## src/rtl/ecc_scrub_ctrl.sv

```systemverilog
// ecc_scrub_ctrl: background scrubber for one ECC-protected SRAM bank.
// Reads the bank one word at a time and passes each raw codeword to an external
// corrector. Correctable words are written back unless a functional write to the
// same address lands first. Functional traffic always has priority on the bank port.
// Ports:
//   clk_i, rst_i                 clock, asynchronous active-high reset
//   scrub_trigger_i              request one scrub step (pulse or level)
//   bank_busy_i/we_i/addr_i      snoop of the functional bank access
//   scrub_req/we/addr/wdata_o    scrubber bank access
//   scrub_rdata_i                bank read data, valid the cycle after a read
//   ecc_in_o / ecc_out_i         raw codeword out, corrected codeword back
//   ecc_(un)correctable_i        corrector flags, consumed only in WAIT
//   nb_(un)corrected_o           saturating error counters
//   sweep_done_o                 one-cycle pulse after the address wraps to 0
module ecc_scrub_ctrl #(
  parameter int BankSize  = 256,
  parameter int DataWidth = 32,
  parameter int EccWidth  = 7,
  parameter int CntWidth  = 32,
  parameter int AddrWidth = $clog2(BankSize),
  localparam int WordWidth = DataWidth + EccWidth
) (
  input  logic                 clk_i,
  input  logic                 rst_i,
  input  logic                 scrub_trigger_i,
  input  logic                 bank_busy_i,
  input  logic                 bank_we_i,
  input  logic [AddrWidth-1:0] bank_addr_i,
  output logic                 scrub_req_o,
  output logic                 scrub_we_o,
  output logic [AddrWidth-1:0] scrub_addr_o,
  output logic [WordWidth-1:0] scrub_wdata_o,
  input  logic [WordWidth-1:0] scrub_rdata_i,
  output logic [WordWidth-1:0] ecc_in_o,
  input  logic [WordWidth-1:0] ecc_out_i,
  input  logic                 ecc_correctable_i,
  input  logic                 ecc_uncorrectable_i,
  output logic [CntWidth-1:0]  nb_corrected_o,
  output logic [CntWidth-1:0]  nb_uncorrectable_o,
  output logic                 sweep_done_o
);
  localparam logic [AddrWidth-1:0] LastAddr = AddrWidth'(BankSize - 1);
  typedef enum logic [1:0] {IDLE, READ, WAIT, WRITE} state_e;
  state_e state_q, state_d;
  logic [AddrWidth-1:0] addr_q, addr_d;
  logic pend_q, pend_d, abort_q, abort_d, sweep_q, sweep_d;
  logic [WordWidth-1:0] wbuf_q, wbuf_d;
  logic [CntWidth-1:0] ncor_q, ncor_d, nunc_q, nunc_d;
  logic req, we, adv, hazard;
  assign hazard = bank_busy_i & bank_we_i & (bank_addr_i == addr_q);
  always_comb begin
    state_d = state_q;
    addr_d  = addr_q;
    pend_d  = pend_q | scrub_trigger_i;
    abort_d = abort_q;
    wbuf_d  = wbuf_q;
    ncor_d  = ncor_q;
    nunc_d  = nunc_q;
    sweep_d = 1'b0;
    req     = 1'b0;
    we      = 1'b0;
    adv     = 1'b0;
    case (state_q)
      IDLE: begin
        pend_d = 1'b0;
        if (scrub_trigger_i | pend_q) state_d = READ;
      end
      READ: if (!bank_busy_i) begin
        req     = 1'b1;
        state_d = WAIT;
      end
      WAIT: begin
        // A functional write in this very cycle must still cancel the write-back.
        abort_d = hazard;
        if (ecc_uncorrectable_i) begin
          nunc_d  = nunc_q + {{(CntWidth-1){1'b0}}, ~&nunc_q};
          adv     = 1'b1;
          state_d = IDLE;
        end else if (ecc_correctable_i) begin
          wbuf_d  = ecc_out_i;
          ncor_d  = ncor_q + {{(CntWidth-1){1'b0}}, ~&ncor_q};
          state_d = WRITE;
        end else begin
          adv     = 1'b1;
          state_d = IDLE;
        end
      end
      WRITE: begin
        abort_d = abort_q | hazard;
        if (!bank_busy_i) begin
          req     = ~abort_q;
          we      = ~abort_q;
          adv     = 1'b1;
          state_d = IDLE;
        end
      end
    endcase
    if (adv) begin
      addr_d  = (addr_q == LastAddr) ? '0 : addr_q + AddrWidth'(1);
      sweep_d = (addr_q == LastAddr);
    end
  end
  always_ff @(posedge clk_i or posedge rst_i) begin
    if (rst_i) begin
      state_q <= IDLE;
      addr_q  <= '0;
      pend_q  <= 1'b0;
      abort_q <= 1'b0;
      sweep_q <= 1'b0;
      wbuf_q  <= '0;
      ncor_q  <= '0;
      nunc_q  <= '0;
    end else begin
      state_q <= state_d;
      addr_q  <= addr_d;
      pend_q  <= pend_d;
      abort_q <= abort_d;
      sweep_q <= sweep_d;
      wbuf_q  <= wbuf_d;
      ncor_q  <= ncor_d;
      nunc_q  <= nunc_d;
    end
  end
  assign scrub_req_o        = req;
  assign scrub_we_o         = we;
  assign scrub_addr_o       = addr_q;
  assign scrub_wdata_o      = wbuf_q;
  assign ecc_in_o           = scrub_rdata_i;
  assign nb_corrected_o     = ncor_q;
  assign nb_uncorrectable_o = nunc_q;
  assign sweep_done_o       = sweep_q;
endmodule

```

## config.mk

```make
export PLATFORM = sky130hd
export DESIGN_NAME = ecc_scrub_ctrl
export DESIGN_NICKNAME = d
export VERILOG_FILES = /design/src/rtl/ecc_scrub_ctrl.sv
export SDC_FILE = /design/constraint.sdc
export NUM_CORES = 1
export LEC_CHECK = 0
export CORE_MARGIN = 8
export CORE_UTILIZATION = 30
export DETAILED_ROUTE_END_ITERATION = 10
export PLACE_DENSITY = 0.7
export SYNTH_ARGS = -nofsm -noshare
export SYNTH_HDL_FRONTEND = slang
export SYNTH_SLANG_ARGS = --single-unit
```

## constraint.sdc

```tcl
create_clock -name clk_i -period 4.58 [get_ports clk_i]
set_clock_uncertainty 0.15 [all_clocks]
set_input_delay 1.145 -clock clk_i [delete_from_list [all_inputs] [get_ports clk_i]]
set_output_delay 1.145 -clock clk_i [all_outputs]
set_load 0.005 [all_outputs]
```

==> results.py <==
metrics = {
    "drt": {
        "drt_wl_total_microns": 13800,
        "wl_met2_microns": 6700,
        "dr.pass1.iters": 4,
        "drt.antenna.violating_nets": 0,
        "vias": 3839,
        "wl_met3_microns": 1250,
        "wl_met1_microns": 5650,
        "wire_per_inst_microns": 16.6,
        "viasPerCell": 4.61,
        "drc": 0,
        "drtIter0Drc": 118,
        "maxUsedRoutingLayer": "met4",
    },
    "synthesis": {
        "synth-main-ff-cell": "dfrtp_1",
        "synth_edf_count": 0,
        "syn_nets": 552,
        "synth_area_leaders": "dfrtp_1 (54%), mux2_2 (9.2%), xnor2_1 (8.9%)",
        "yosysTopAreaCellShare": 0.538,
        "yosys_warnings": 0,
        "synth_top_cell_by_area": "dfrtp_1",
        "syn_avg_cell_area_sq_um": 11.9,
        "syn_inst": 452,
        "seq_area_frac_synth": 0.538,
        "syn_area_sq_mm": 0.00540,
        "synth-seq-cells": 116,
        "ys_types": 34,
        "ys_async_sr_fraction": 1.00,
    },
    "final_layout": {
        "layout_commonest_cell": "clkdlybuf4s50_1",
        "antennaDiodeCount": 0,
        "finalNetCount": 691,
        "fillers": 1655,
        "drive_above_1_share": 0.147,
        "area_delta_synth_final_pct": 41.9,
        "layout_common_cells": "clkdlybuf4s50_1 (167), dfrtp_1 (116), xnor2_1 (55)",
    },
    "setup_path": {
        "r2r_cells": 10,
        "critPathMaxFanout": 4,
        "r2r_start": "nb_uncorrectable_o[11]",
        "worstPathArrival_ns": 2.59,
        "worstSetupStartpointType": "input pin",
        "crit_top_cell": "clkdlybuf4s50_1",
        "critical_path_class": "in2out",
        "path_buf_inv": 2,
        "r2r_slack_ns": 1.60,
        "required_ns": 3.28,
        "cp_slowest_cell": "clkdlybuf4s50_1",
        "setup.worst_path.end_class": "primary output",
        "slowest_delay_ns": 0.54,
        "critical-path-top-delay-family": "buffers and inverters",
        "regToRegEndpoint": "nb_uncorrectable_o[28]",
        "critical_path.cell_chain": "clkdlybuf4s50_1, or2b_1, nor3_1, clkdlybuf4s50_1",
    },
    "global_route": {
        "grt_pass1_vias": 4244,
        "grt_max_degree": 61,
        "grt_use_total": 0.128,
        "grt_overflow_total": 0,
        "grt_pass1_wl_microns": 22600,
        "antenna_found_initial": 0,
    },
    "clocking": {
        "cts.clk_slew.worst_paths_ns": 0.05,
        "cts_inserted_buffers": 17,
        "clock-root-buffer": "clkbuf_16",
        "post_cts_buffers": 0,
        "cts_tree": "done",
        "cts_repair_resize_count": 0,
        "postCtsHoldBufs": 0,
        "clock_path_buffers": 2,
        "htree_levels": 4,
        "insertion_delay_ns": 0.41,
        "cts_sinks": 116,
    },
    "min_path": {
        "min_path_type": "reg2reg",
        "worstHoldEndpoint": "nb_uncorrectable_o[24]",
        "whs_path_depth": 1,
        "worstHoldStart": "nb_uncorrectable_o[24]",
    },
    "floorplanning": {
        "start_util": 0.303,
        "rows": 49,
        "die_w_microns": 150,
        "die_y_microns": 150,
        "io_pins": 246,
        "core_sq_mm": 0.0178,
        "die-area_sq_mm": 0.0225,
    },
    "sta": {
        "fin_crit_sh": 0.847,
        "tightest_slew_ns": 0.768,
        "fmax_mhz": 258,
        "setup_ws_ns": 0.699,
        "drv_slew": 0,
        "hold_violations": 0,
        "tns_ns": 0,
        "slew_headroom": 0.488,
        "rsz0062_at_grt": "no",
        "min_period_ns": 3.88,
        "setup_viol": 0,
    },
    "power": {
        "ir_drop_uv": 260,
        "cellPowerDensity_mw_per_mm2": 493,
        "power.leakage_uw": 0.00327,
    },
    "run": {
        "maxCapViolCount": 0,
    },
    "place": {
        "place.gp.congestion": 0.772,
        "hpwl_microns": 10500,
        "dp_slack_ns": 0.667,
        "io_buffers": 167,
    },
    "outcome": {
        "status": "complete, no violations",
    },
}
[flip-flops by register name (all words and copies together) (netlist names)]
register	cells
pend_q	1
nb_corrected_o	32
nb_uncorrectable_o	32
abort_q	1
sweep_done_o	1
scrub_addr_o	8
state_q	2
scrub_wdata_o	39
[worst max-delay path by stage]
stage | start | endpoint | slack (ns) | cells after the start
2_1_floorplan | rst_i | abort_q | 0.21 | 1
4_1_cts | bank_busy_i | scrub_we_o | 0.66 | 4
6_report | bank_busy_i | scrub_we_o | 0.70 | 4
3_5_place_dp | bank_busy_i | scrub_we_o | 0.67 | 4
3_3_place_gp | bank_busy_i | scrub_we_o | 0.75 | 4
5_1_grt | bank_busy_i | scrub_we_o | 0.60 | 4
[worst register-to-register path, delay by kind of cell, from the launching register on]
kind / cells / cell delay [ns]
xor gates and xnor gates: 1 / 0.14
adders and majority gates: 2 / 0.42
DFF: 1 / 0.45
and+or+nand+nor: 7 / 1.68
[power by group]
group          internal [uW]  leakage [uW]  switching (uW)
combinational            647       0.00145             310
clock                    876      0.000298             492
sequential              1260       0.00153             198
[Yosys cell counts (all sizes together) (2+ instances only)]
cell type	number
xor2	18
o21ai	3
nor2b	2
mux2	44
and4	11
inv	5
buf	46
nand2	32
nor4	2
nand4	18
clkbuf	4
and2	6
nor3	8
and3	11
a21oi	2
nand3	29
or3	2
or2	2
a21o	2
ha	7
dfrtp	116
nor2	20
xnor2	55
[stage by stage]
stage	hold WS (ns)	power, uW	utilization	instance area (sq um)	instances
6_report	0.335	3780	0.429	7660	833
5_1_grt	0.368	4000	0.429	7660	833
4_1_cts	0.339	3850	0.429	7660	833
3_5_place_dp	0.329	2460	0.395	7040	801
3_3_place_gp	0.327	2410	0.395	7040	801
2_1_floorplan	0.315	1850	-	5400	452
[cell families (layout without fill, tap and decap cells)]
group | count (synthesis) | count (layout) | share of synthesized area
AOI/OAI and AO/OA | 8 | 8 | 0.00927
xor gates and xnor gates | 73 | 73 | 0.118
adders and majority gates | 7 | 7 | 0.0162
buffers and inverters | 55 | 207 | 0.0686
DFF | 116 | 116 | 0.538
muxes | 44 | 44 | 0.0918
and+or+nand+nor | 149 | 149 | 0.158
[layer usage]
metal  up-vias  track usage
li1       1808            -
met1      1879        0.147
met2       127        0.207
met3        25       0.0547
met4         0       0.0505
met5         -            0
[area by class of cell]
class | instances | area, sq um | share of cell area
repair buffers | 170 | 1710 | 0.223
multi-input cells | 281 | 2130 | 0.278
flip-flops and latches | 116 | 2900 | 0.379
inverters | 5 | 21.3 | 0.00278
well taps | 229 | 287 | 0.0374
clock inverters | 14 | 176 | 0.0230
clock buffers | 18 | 439 | 0.0573
No activity file was read; power rests on OpenSTA's default activity.
==> RTL change, RTL diff (same settings) <==
`BankSize`: 256 -> 1024.
--- a/src/rtl/ecc_scrub_ctrl.sv
+++ b/src/rtl/ecc_scrub_ctrl.sv
@@ -13,7 +13,7 @@
 //   nb_(un)corrected_o           saturating error counters
 //   sweep_done_o                 one-cycle pulse after the address wraps to 0
 module ecc_scrub_ctrl #(
-  parameter int BankSize  = 256,
+  parameter int BankSize  = 1024,
   parameter int DataWidth = 32,
   parameter int EccWidth  = 7,
   parameter int CntWidth  = 32,
Ports: changed (resized bank_addr_i and scrub_addr_o); port bits go from 246 to 250. No check against the original RTL was run, so the function may have changed too.
==> RTL change against the original RTL <==
  * Cell area increased by 5.7%
  * Area after synthesis up 6.6%
  * Largest power group is now clock
  * Total power increased by 1.2%
  * Critical endpoint unchanged
  * Largest cell class unchanged
  * Sequential cell count rose by 2
  * Setup slack gained 0.014 ns
  * Die area up 5.9%
  * Routed wire length rose by 9.0%
  * Combinational power is 7.4% lower
  * Core utilization grew 0.19 points
==> RTL change: results (changes against the original RTL) <==
- Cells after DPL: 927 (was 801)
- Initial antenna violation count: 1 (was 0)
- Routed wl met2: 6.87 mm (was 6.70 mm)
- # fillers: 1792 (was 1655)
- Starting DRT DRC Count: 201 (was 118)
- Ratio of cells with drive above 1 in the final layout: 6.76% (was 14.7%)
- Largest net degree at the start of global routing: 63 (was 61)
- Actual slew at the worst max-slew pin: 0.729 ns (was 0.768 ns)
- Reg2Reg Depth: 9 (was 10)
- Syn Nets: 674 (was 552)
- Worst slack at placement: 0.693 ns (was 0.667 ns)
- Hold Path Depth: 2 (was 1)
- Crit path arrival time: 2.57 ns (was 2.59 ns)
- Maximum VDD drop: 0.277 mV (was 0.260 mV)
- Post-Synthesis Cells: 572 (was 452)
- Yosys warning total: 0 (unchanged)
- HPWL Detailed: 10.9 mm (was 10.5 mm)
- Final Non-Filler Cells: 959 (was 833)
- Post-synthesis sequential area ratio: 51.3% (was 53.8%)
- Seq. pwr: 1.45 mW (about the same)
- Total track usage: 13.1% (was 12.8%)
- Vias in the first global route: 4650 (was 4244)
- M1 WL: 6.70 mm (was 5.65 mm)
- Synth cell types: 36 (was 34)
- Slowest cell on crit path: clkdlybuf4s50_1 (unchanged)
- GP Congestion: 0.822 (was 0.772)
- # port buffers: 171 (was 167)
- Post-synth top cells: nand2_1 (159), dfrtp_1 (118), xnor2_1 (57), nand4_1 (41), buf_4 (40) (was dfrtp_1 (116), xnor2_1 (55), mux2_2 (44), buf_4 (40), nand2_1 (32))
- Leak: 3.61 nW (was 3.27 nW)
- CP max FO: 5 (was 4)
- Pwr dens: 473 mW/mm2 (was 493 mW/mm2)
- Top sig layer: met5 (was met4)
- Outcome: completed (unchanged)
- Clk network pwr share: 38.9% (was 36.2%)
- Met3 WL post-DR: 1.37 mm (was 1.25 mm)
- Routed vias: 4485 (was 3839)
- Nets: 814 (was 691)
- Global-route wire length before repair: 25.0 mm (was 22.6 mm)
- Internal: 2.78 mW (about the same)
- Ranking of synthesized cells by area: dfrtp_1 (51%), nand2_1 (10%), xnor2_1 (8.7%) (was dfrtp_1 (54%), mux2_2 (9.2%), xnor2_1 (8.9%))
- Clock slew at reported path FFs: 0.05 ns (about the same)
- WL final: 15.1 mm (was 13.8 mm)
-- RTL change: metal layers --
layer	global-route usage [%]	vias up
met5	0	-
met4	4.71	2
met3	6.32	17
met2	19.3	139
met1	16.3	2156
li1	-	2171
-- RTL change: layout make-up --
| cell class | instances | area share [%] |
|---|---|---|
| Inverter | 8 | 0.402 |
| Timing Repair Buffer | 174 | 21.6 |
| Sequential cell | 118 | 36.5 |
| Clock inverter | 12 | 2.47 |
| Tap cell | 234 | 3.62 |
| Multi-Input combinational cell | 393 | 29.8 |
| Clock buffer | 20 | 5.64 |
-- RTL change: per-stage QoR --
stage               hold WS [ns]  cell area, um2
floorplan                  0.312            5750
global placement           0.307            7430
detailed placement         0.312            7430
CTS                        0.326            8090
global route               0.345            8090
finish                     0.319            8090
-- RTL change: cell families (layout without fill, tap and decap cells) --
family          count (synthesis)  after routing  synth area share, %
compound gates                 10             10                 1.15
xor+xnor                       78             78                 11.9
fa+ha+maj                       7              7                 1.52
buf+inv                        61            214                 6.96
simple gates                  298            298                 27.2
flops                         118            118                 51.3
-- RTL change: worst paths after layout --
path,startpoint,to,slack (ns)
setup / recovery,bank_busy_i,scrub_we_o,0.71
hold / removal,scrub_wdata_o[8],scrub_wdata_o[8],0.32
setup reg to reg,nb_uncorrectable_o[10],nb_uncorrectable_o[6],1.77
hold reg to reg,scrub_wdata_o[8],scrub_wdata_o[8],0.32
max in group asynchronous,rst_i,scrub_wdata_o[13],2.42
min in group asynchronous,rst_i,nb_uncorrectable_o[10],1.05
-- RTL change: worst max-delay path, delay by kind of cell --
family	cells	cell delay (ns)
simple gates	2	0.38
buf+inv	2	1.05
